**src/rtl/lcd_pkg.sv**
```systemverilog
// Shared window geometry and read-side FSM encoding for the LCD display path.
package lcd_pkg;

  localparam int WIN_W      = 3;
  localparam int WIN_H      = 3;
  localparam int WIN_PIXELS = WIN_W * WIN_H;
  localparam int DATA_W     = 8;

  typedef enum logic {
    IDLE = 1'b0,
    SEND = 1'b1
  } rd_state_t;

  // Row of raster index idx within a WIN_W-wide window.
  function automatic logic [1:0] idx_row(input logic [3:0] idx);
    logic [3:0] q;
    q = idx / 4'(WIN_W);
    return q[1:0];
  endfunction

  // Column of raster index idx within a WIN_W-wide window.
  function automatic logic [1:0] idx_col(input logic [3:0] idx);
    logic [3:0] r;
    r = idx % 4'(WIN_W);
    return r[1:0];
  endfunction

endpackage

```
**src/rtl/lcd_win_bank.sv**
```systemverilog
// One window of pixel storage: synchronous write port, combinational read port.
// Contents are deliberately not reset; a bank is only read after a full commit.
module lcd_win_bank #(
  parameter int DATA_W = 8
) (
  input  logic              clk,
  input  logic              i_we,
  input  logic [3:0]        i_wr_idx,
  input  logic [DATA_W-1:0] i_wr_data,
  input  logic [3:0]        i_rd_idx,
  output logic [DATA_W-1:0] o_rd_data
);

  logic [DATA_W-1:0] r_mem [lcd_pkg::WIN_PIXELS];

  // Store one byte at the write index.
  always_ff @(posedge clk) begin
    if (i_we && (i_wr_idx < 4'(lcd_pkg::WIN_PIXELS))) begin
      r_mem[i_wr_idx] <= i_wr_data;
    end
  end

  // Read selected pixel; out-of-window indices return zero.
  always_comb begin
    o_rd_data = '0;
    if (i_rd_idx < 4'(lcd_pkg::WIN_PIXELS)) begin
      o_rd_data = r_mem[i_rd_idx];
    end
  end

endmodule

```
**src/rtl/lcd_win_sink.sv**
```systemverilog
// Captures 9-byte window bursts into a ping-pong buffer and replays each
// window as row/column-tagged pixels over a valid/ready handshake.
module lcd_win_sink #(
  parameter int DATA_W = lcd_pkg::DATA_W
) (
  input  logic              clk,
  input  logic              reset,
  input  logic [DATA_W-1:0] win_data,
  input  logic              win_valid,
  output logic [DATA_W-1:0] px_data,
  output logic [1:0]        px_row,
  output logic [1:0]        px_col,
  output logic              px_valid,
  input  logic              px_ready,
  output logic              frame_done,
  output logic              overflow,
  output logic              short_burst,
  output logic [1:0]        buf_level
);

  import lcd_pkg::*;

  localparam logic [3:0] LAST_IDX = 4'(WIN_PIXELS - 1);

  // Write side
  logic       r_wr_ptr;
  logic [3:0] r_wr_idx;
  logic       r_dropping;
  logic       w_drop_start;
  logic       w_we;
  logic       w_wr_last;
  logic       w_commit;
  logic       w_trunc;

  // Read side
  rd_state_t  r_state, w_state_nx;
  logic       r_rd_ptr, w_rd_ptr_nx;
  logic [3:0] r_rd_idx, w_rd_idx_nx;
  logic       w_load;
  logic       w_drain;
  logic       w_valid_nx;
  logic [1:0] r_level, w_level_nx;

  // Registered outputs
  logic              r_px_valid;
  logic [DATA_W-1:0] r_px_data;
  logic [1:0]        r_px_row;
  logic [1:0]        r_px_col;
  logic              r_frame_done;
  logic              r_overflow;
  logic              r_short_burst;

  // Bank ports
  logic              w_we0, w_we1;
  logic [DATA_W-1:0] w_rd0, w_rd1, w_rd_data;

  // Classify the current input cycle: store, drop start, commit or truncation.
  always_comb begin
    w_drop_start = win_valid && !r_dropping && (r_wr_idx == '0) && (r_level == 2'd2);
    w_we         = win_valid && !r_dropping && !w_drop_start;
    w_wr_last    = (r_wr_idx == LAST_IDX);
    w_commit     = w_we && w_wr_last;
    w_trunc      = !win_valid && !r_dropping && (r_wr_idx != '0);
  end

  assign w_we0 = w_we && !r_wr_ptr;
  assign w_we1 = w_we &&  r_wr_ptr;

  lcd_win_bank #(.DATA_W(DATA_W)) u_bank0 (
    .clk       (clk),
    .i_we      (w_we0),
    .i_wr_idx  (r_wr_idx),
    .i_wr_data (win_data),
    .i_rd_idx  (w_rd_idx_nx),
    .o_rd_data (w_rd0)
  );

  lcd_win_bank #(.DATA_W(DATA_W)) u_bank1 (
    .clk       (clk),
    .i_we      (w_we1),
    .i_wr_idx  (r_wr_idx),
    .i_wr_data (win_data),
    .i_rd_idx  (w_rd_idx_nx),
    .o_rd_data (w_rd1)
  );

  // Write pointer, byte index, drop mode and write-side flag pulses.
  // Dropped bytes still advance the index so drop mode ends after 9 bytes.
  always_ff @(posedge clk or posedge reset) begin
    if (reset) begin
      r_wr_ptr      <= 1'b0;
      r_wr_idx      <= '0;
      r_dropping    <= 1'b0;
      r_overflow    <= 1'b0;
      r_short_burst <= 1'b0;
    end else begin
      r_overflow    <= w_drop_start;
      r_short_burst <= w_trunc;
      if (win_valid) begin
        if (w_wr_last) begin
          r_wr_idx   <= '0;
          r_dropping <= 1'b0;
          if (w_commit) begin
            r_wr_ptr <= ~r_wr_ptr;
          end
        end else begin
          r_wr_idx   <= r_wr_idx + 4'd1;
          r_dropping <= r_dropping | w_drop_start;
        end
      end else begin
        r_wr_idx   <= '0;
        r_dropping <= 1'b0;
      end
    end
  end

  // Read FSM next state; the bank read address is the next pixel index so the
  // output registers load the upcoming pixel on the same edge as the advance.
  always_comb begin
    w_state_nx  = r_state;
    w_rd_ptr_nx = r_rd_ptr;
    w_rd_idx_nx = r_rd_idx;
    w_load      = 1'b0;
    w_drain     = 1'b0;
    w_valid_nx  = r_px_valid;
    unique case (r_state)
      IDLE: begin
        if (r_level != 2'd0) begin
          w_state_nx  = SEND;
          w_rd_idx_nx = '0;
          w_load      = 1'b1;
          w_valid_nx  = 1'b1;
        end
      end
      SEND: begin
        if (r_px_valid && px_ready) begin
          if (r_rd_idx == LAST_IDX) begin
            w_drain     = 1'b1;
            w_rd_ptr_nx = ~r_rd_ptr;
            w_rd_idx_nx = '0;
            if (w_level_nx != 2'd0) begin
              w_load     = 1'b1;
              w_valid_nx = 1'b1;
            end else begin
              w_state_nx = IDLE;
              w_valid_nx = 1'b0;
            end
          end else begin
            w_rd_idx_nx = r_rd_idx + 4'd1;
            w_load      = 1'b1;
          end
        end
      end
      default: w_state_nx = IDLE;
    endcase
  end

  // Level after this edge's commit and drain; both together cancel out.
  always_comb begin
    w_level_nx = r_level;
    unique case ({w_commit, w_drain})
      2'b10:   w_level_nx = r_level + 2'd1;
      2'b01:   w_level_nx = r_level - 2'd1;
      default: w_level_nx = r_level;
    endcase
  end

  assign w_rd_data = w_rd_ptr_nx ? w_rd1 : w_rd0;

  // Read FSM state, pointers, level and registered pixel outputs.
  always_ff @(posedge clk or posedge reset) begin
    if (reset) begin
      r_state      <= IDLE;
      r_rd_ptr     <= 1'b0;
      r_rd_idx     <= '0;
      r_level      <= '0;
      r_px_valid   <= 1'b0;
      r_px_data    <= '0;
      r_px_row     <= '0;
      r_px_col     <= '0;
      r_frame_done <= 1'b0;
    end else begin
      r_state      <= w_state_nx;
      r_rd_ptr     <= w_rd_ptr_nx;
      r_rd_idx     <= w_rd_idx_nx;
      r_level      <= w_level_nx;
      r_px_valid   <= w_valid_nx;
      r_frame_done <= w_drain;
      if (w_load) begin
        r_px_data <= w_rd_data;
        r_px_row  <= idx_row(w_rd_idx_nx);
        r_px_col  <= idx_col(w_rd_idx_nx);
      end
    end
  end

  assign px_data     = r_px_data;
  assign px_row      = r_px_row;
  assign px_col      = r_px_col;
  assign px_valid    = r_px_valid;
  assign frame_done  = r_frame_done;
  assign overflow    = r_overflow;
  assign short_burst = r_short_burst;
  assign buf_level   = r_level;

endmodule
```
**config.mk**
```make
export PLATFORM = sky130hd
export DESIGN_NAME = lcd_win_sink
export DESIGN_NICKNAME = d
export VERILOG_FILES = /design/src/rtl/lcd_pkg.sv /design/src/rtl/lcd_win_bank.sv /design/src/rtl/lcd_win_sink.sv
export SDC_FILE = /design/constraint.sdc
export NUM_CORES = 1
export LEC_CHECK = 0
export ABC_AREA = 1
export ABC_CLOCK_PERIOD_IN_PS = 3910
export CAP_MARGIN = 20
export CORE_MARGIN = 5
export CORE_UTILIZATION = 55
export CTS_CLUSTER_SIZE = 16
export DETAILED_ROUTE_END_ITERATION = 10
export MAX_ROUTING_LAYER = met4
export PLACE_DENSITY = 0.73
export SETUP_SLACK_MARGIN = 0.3
export SYNTH_ARGS = -nofsm -noshare
export SYNTH_HDL_FRONTEND = slang
export SYNTH_SLANG_ARGS = --single-unit
```
**constraint.sdc**
```tcl
create_clock -name clk -period 3.91 [get_ports clk]
set_input_delay 0.391 -clock clk [delete_from_list [all_inputs] [get_ports clk]]
set_output_delay 0.391 -clock clk [all_outputs]
set_load 0.01 [all_outputs]
```
==> flow_metrics.tcl <==
set metrics [dict create \
    worstMarginPinSlew_ns 0.851 \
    crit_slowest_cell "dfrtp_1" \
    drt_iter0_drc 537 \
    final_common_cell "nand2_1" \
    period_needed_ns 3.09 \
    die_area_sq_mm 0.0169 \
    rows 44 \
    min_path_type "primary input to async pin" \
    drt_pass1_iterations 4 \
    dp.cells 1009 \
    synth_cells 817 \
    ys_ff_latch 174 \
    crit_arrival_ns 3.45 \
    nets 866 \
    outcome "finished clean" \
    first_global_vias 5513 \
    grt-busiest-layer "met2" \
    finalWeightedCongestion 0.869 \
    clkSlewWorstSetupHoldPaths_ns 0.06 \
    yosys-top-cells-area "edfxtp_1, nand2_1, dfrtp_1, nand3_1, inv_1" \
    crit_path_end_kind "register" \
    drc_errors 0 \
    crit_buf_inv 4 \
    clock_latency_ns 0.43 \
    met3_usage 0.0409 \
    grt_pass1_wl_mm 28.2 \
    hold_buffers 0 \
    p_leak_nw 3.90 \
    n_fill_cell 1120 \
    num_io_pins 30 \
    ctsHtreeMaxLevel 4 \
    initial_core_util 0.553 \
    fin_skew_ns 0.00984 \
    crit_family "simple AND/OR/NAND/NOR gates" \
    overflow 0 \
    rsz0062_at_grt "false" \
    ys_seq_area_frac 0.639 \
    drv_cap 0 \
    met2_usage 0.356 \
    cts_setup_buffers 0 \
    die_y_microns 130 \
    post-route-period-util 0.790 \
    drive_above_1_share 0.0688 \
    syn_avg_cell_area_sq_um 9.72 \
    crit_chain "inv_1, ha_1, nand2_1, nor2_2, nand2_2, nand3_1, nand2_2, inv_2, nand2_1, ha_1, nand2_1, nand2_1, nand2_1, inv_1, ha_1, inv_1, nand3_1, nor2_1, nand2_1, nand2_1" \
    area_growth_pct 14.2 \
    synth.distinct_cells 33 \
    cpMostUsedCell "nand2_1" \
    fin_cells 1041 \
    synth_top_area_frac 0.545 \
    cts_tree "yes" \
    tns_ns 0 \
    viasPerCell 5.42 \
    syn_nets 839 \
    cts-resized-gates 0 \
    cts_sinks 174 \
    grt_max_degree 65 \
    wl_mm 17.6 \
    coreArea_sq_mm 0.0144 \
    crit_fanout 18 \
    crit_type "register to register" \
    p_per_area_mw_per_mm2 750 \
    fp.dieW_microns 130 \
    ir_drop_v 0.000392 \
    setup_viol 0 \
    root_buffer "clkbuf_16" \
    cp-start-kind "register" \
    synthesis.area_sq_mm 0.00794 \
    antenna_found_initial 0 \
    crit_path_max_incr_delay_ns 0.44 \
    routedWlPerCell_microns 16.9 \
    dp_hpwl_mm 11.5 \
    relSlewSlack 0.430 \
    synth_top_area_cell "edfxtp_1" \
    fmax_mhz 324 \
    portBuffers 29 \
    dr_total_vias 5645 \
    timing.final.hold_violations 0 \
    clockBufferDepth 2 \
    maxSlewViolCount 0 \
    required_ns 4.27 \
    drtAntennaViolNets 0 \
    layout_common_cells "nand2_1, edfxtp_1, nand3_1, inv_1, nor2_1" \
    ys_warn_count 0 \
    grt_util_met1 0.292 \
    grtUsageTotal 0.227 \
    num_antenna_cells 0 \
    cts-buffers-inserted 17 \
]
[final timing paths]
kind                                   from  cells past startpoint  slack [ns]           to
worst max-delay path            r_rd_idx[0]                     20        0.82    px_col[0]
worst min-delay path                  reset                      2        0.35     px_valid
worst max register to register  r_rd_idx[0]                     20        0.82    px_col[0]
worst min register to register   r_dropping                      1        0.47  short_burst
max in group asynchronous             reset                      3        3.07      r_state
min in group clk                 r_dropping                      1        0.47  short_burst
[registers in the layout, summed over array words and instances (netlist names)]
name / cells
r_wr_idx: 4
r_rd_ptr: 1
overflow: 1
px_data: 8
px_row: 2
u_bank1.r_mem: 72
u_bank0.r_mem: 72
short_burst: 1
r_wr_ptr: 1
r_state: 1
r_dropping: 1
buf_level: 2
frame_done: 1
r_rd_idx: 4
px_col: 2
px_valid: 1
[through the flow]
step	area, sq um	utilization	worst slack (ns)	total power [mW]	hold WS [ns]
floorplan	7940	-	1.25	4.13	0.431
global placement	8380	0.583	0.824	4.84	0.459
detailed placement	8400	0.585	0.668	4.92	0.453
CTS	9070	0.631	0.847	6.82	0.354
global route	9070	0.631	0.566	7.26	0.392
finish	9070	0.631	0.821	6.80	0.347
[report_power, final]
group | internal, mW | total, mW | switching (mW)
registers | 2.15 | 2.25 | 0.0980
clock network | 1.21 | 1.89 | 0.674
logic | 0.857 | 2.67 | 1.81
total | 4.22 | 6.80 | 2.59
[worst register-to-register path, delay by kind of cell (launching register included)]
kind	cells	cell delay (ns)
simple gates	13	1.52
fa+ha+maj	3	0.60
buf+inv	4	0.46
flops	1	0.44
[metal layers]
layer | vias up | routed length [microns]
met5 | - | 0
met4 | 0 | 462
met2 | 198 | 8550
met3 | 39 | 1020
met1 | 2706 | 7570
li1 | 2702 | -
[cell type report]
type                       instances  area [sq um]  share of cell area
clock inverter                    11           213              0.0235
timing repair buffer              38           378              0.0417
sequential                       174          5070               0.560
inverter                          92           345              0.0381
multi-input combinational        521          2380               0.262
tap                              184           230              0.0254
clock buffer                      21           450              0.0497
[kinds of logic (layout without fill, tap and decap cells)]
kind of cell,after synthesis,after routing,share of synthesized area
buffers and inverters,122,162,0.0618
DFF,174,174,0.639
AOI/OAI and AO/OA,18,18,0.0158
xor gates and xnor gates,4,4,0.00536
adders and majority gates,10,10,0.0158
and+or+nand+nor,489,489,0.262
[synth_stat cells]
cell type and instances:
nand4_1 3, a21oi_1 6, a21oi_4 2, buf_1 2, a31oi_1 1, nand3b_1 25, dfrtp_1 30, nand2_2 4
nand3_2 2, nor3_1 1, or2_1 1, o21ai_1 2, xor2_2 1, buf_6 1, xor2_1 1, ha_1 10
buf_4 4, nor2_1 72, a21oi_2 1, inv_2 7, nand3_1 88, nand2_1 290, buf_2 8, xnor2_1 2
nor2_2 3, o21ai_0 3, clkbuf_1 15, inv_1 84, o211ai_1 1, a21boi_1 1, clkinv_1 1, o21bai_1 1
edfxtp_1 144
Note: power is estimated with default switching activity, not from simulation.
==> patch (same flow settings) <==
Reset style: synchronous (`reset`), changed in 2 clocked blocks.
--- a/src/rtl/lcd_win_sink.sv
+++ b/src/rtl/lcd_win_sink.sv
@@ -88,3 +88,3 @@
   // Dropped bytes still advance the index so drop mode ends after 9 bytes.
-  always_ff @(posedge clk or posedge reset) begin
+  always_ff @(posedge clk) begin
     if (reset) begin
@@ -170,3 +170,3 @@
   // Read FSM state, pointers, level and registered pixel outputs.
-  always_ff @(posedge clk or posedge reset) begin
+  always_ff @(posedge clk) begin
     if (reset) begin
Function: differs if reset is asserted again (counterexample within 4 cycles, from zero or initial values and one cycle with reset high); with reset held inactive, the same outputs for 10 cycles.
==> patch against the original RTL <==
  * Routed wire length is 1.5% lower
  * Via count is 5.4% lower
  * Sequential cell count stayed put
  * Final cell count is 8.6% lower
  * Setup slack better by 0.17 ns
  * Final area is 5.2% lower
  * Synthesized area is 5.0% lower
  * Synthesized cell count is 9.5% lower
  * Global-route usage is 0.060 points higher
  * Largest cell class unchanged
Power is not compared: it rests on default switching activity, and its combinational part moved more than twofold at a synthesized area within 25%.
==> patch: results (changes against the original RTL) <==
status=complete, no violations (unchanged); first drt pass iteration count=5 (was 4); Total Die Area=16160 um2 (was 16940 um2); critical path arrival=3.27 ns (was 3.45 ns); launch point of the critical path=r_wr_idx[0] (was r_rd_idx[0]); crit path max-delay cell type=a21boi_2 (was dfrtp_1); layout cells sized above 1=8.129% (was 6.884%); Post-Route WL=17.35 mm (was 17.61 mm); Clock buf/inv share=7.525% (was 7.313%); multi-input logic area=2261 um2 (was 2376 um2); storage element area=4925 um2 (was 5075 um2); met2 WL=8.805 mm (was 8.553 mm); pre-CTS setup slack=0.7938 ns (was 0.6677 ns); Nets=784 (was 866); Data buffer area share=4.047% (was 4.167%); final cell count without fillers=951 (was 1041); Final GP Congestion=0.8944 (was 0.8694); Core Util, Final=64.40% (was 63.11%); Worst Path Max Fanout=10 (was 18); post-synthesis average cell area=10.21 um2 (was 9.717 um2); Tot GR Track Use=22.76% (was 22.70%); worst hold path class=flip-flop to flip-flop (was input pin to asynchronous set/reset pin); commonest cells in the netlist=nand2_1 (194), nand3_1 (157), edfxtp_1 (144) (was nand2_1 (290), edfxtp_1 (144), nand3_1 (88)); post-placement cell count=919 (was 1009); post-synth cell types=35 (was 33); Starting DRT DRC Count=436 (was 537); Slew HR=40.81% (was 43.03%); global-route wire length before repair=27.14 mm (was 28.20 mm); DR WL met3=1.078 mm (was 1.019 mm); top post-synthesis cells by area=edfxtp_1 (57%), nand3_1 (10%), nand2_1 (9.7%), dfxtp_1 (8.0%), nor2_1 (3.5%) (was edfxtp_1 (54%), nand2_1 (14%), dfrtp_1 (9.5%), nand3_1 (5.5%), inv_1 (4.0%)); post-synthesis async set-or-reset flop share=0% (was 17.24%); largest net degree at the start of global routing=64 (was 65); routing usage on met2=37.83% (was 35.61%); fill cell count=1055 (was 1120); GR Util met3=5.175% (was 4.093%); Seq/Total Area, Yosys=65.27% (was 63.92%); multi-input gates=482 (was 521); GR Util met1=27.54% (was 29.24%); Critical Path Max Stage Delay=0.40 ns (was 0.44 ns); Post-Route M1 WL=7.046 mm (was 7.573 mm)
[patch: worst reg2reg max path: cells and delay by family, from the launching register on]
family	cells	cell delay, ns
and+or+nand+nor	11	1.02
AOI/OAI and AO/OA	2	0.53
xor gates and xnor gates	1	0.15
adders and majority gates	2	0.48
DFF	1	0.35
buffers and inverters	4	0.30
[patch: report_power, final]
part           internal (mW)  switching, mW  leakage (nW)
Clock                   1.16          0.680         0.317
Combinational         0.0482          0.109          1.39
Sequential              2.02        0.00827          1.54
Total                   3.23          0.797          3.25
[patch: worst paths after layout]
path,slack [ns],depth (start not counted),endpoint
worst max-delay path,1.0,20,px_col[0]
worst min-delay path,0.44,1,short_burst
worst min register to register,0.44,1,short_burst
worst max register to register,1.0,20,px_col[0]
[patch: logic make-up after synthesis]
kind of cell / Yosys count / synth area share, %
buf+inv: 83 / 4.760
simple gates: 444 / 25.97
compound gates: 25 / 1.890
flops: 174 / 65.27
xor+xnor: 3 / 0.4479
fa+ha+maj: 10 / 1.658
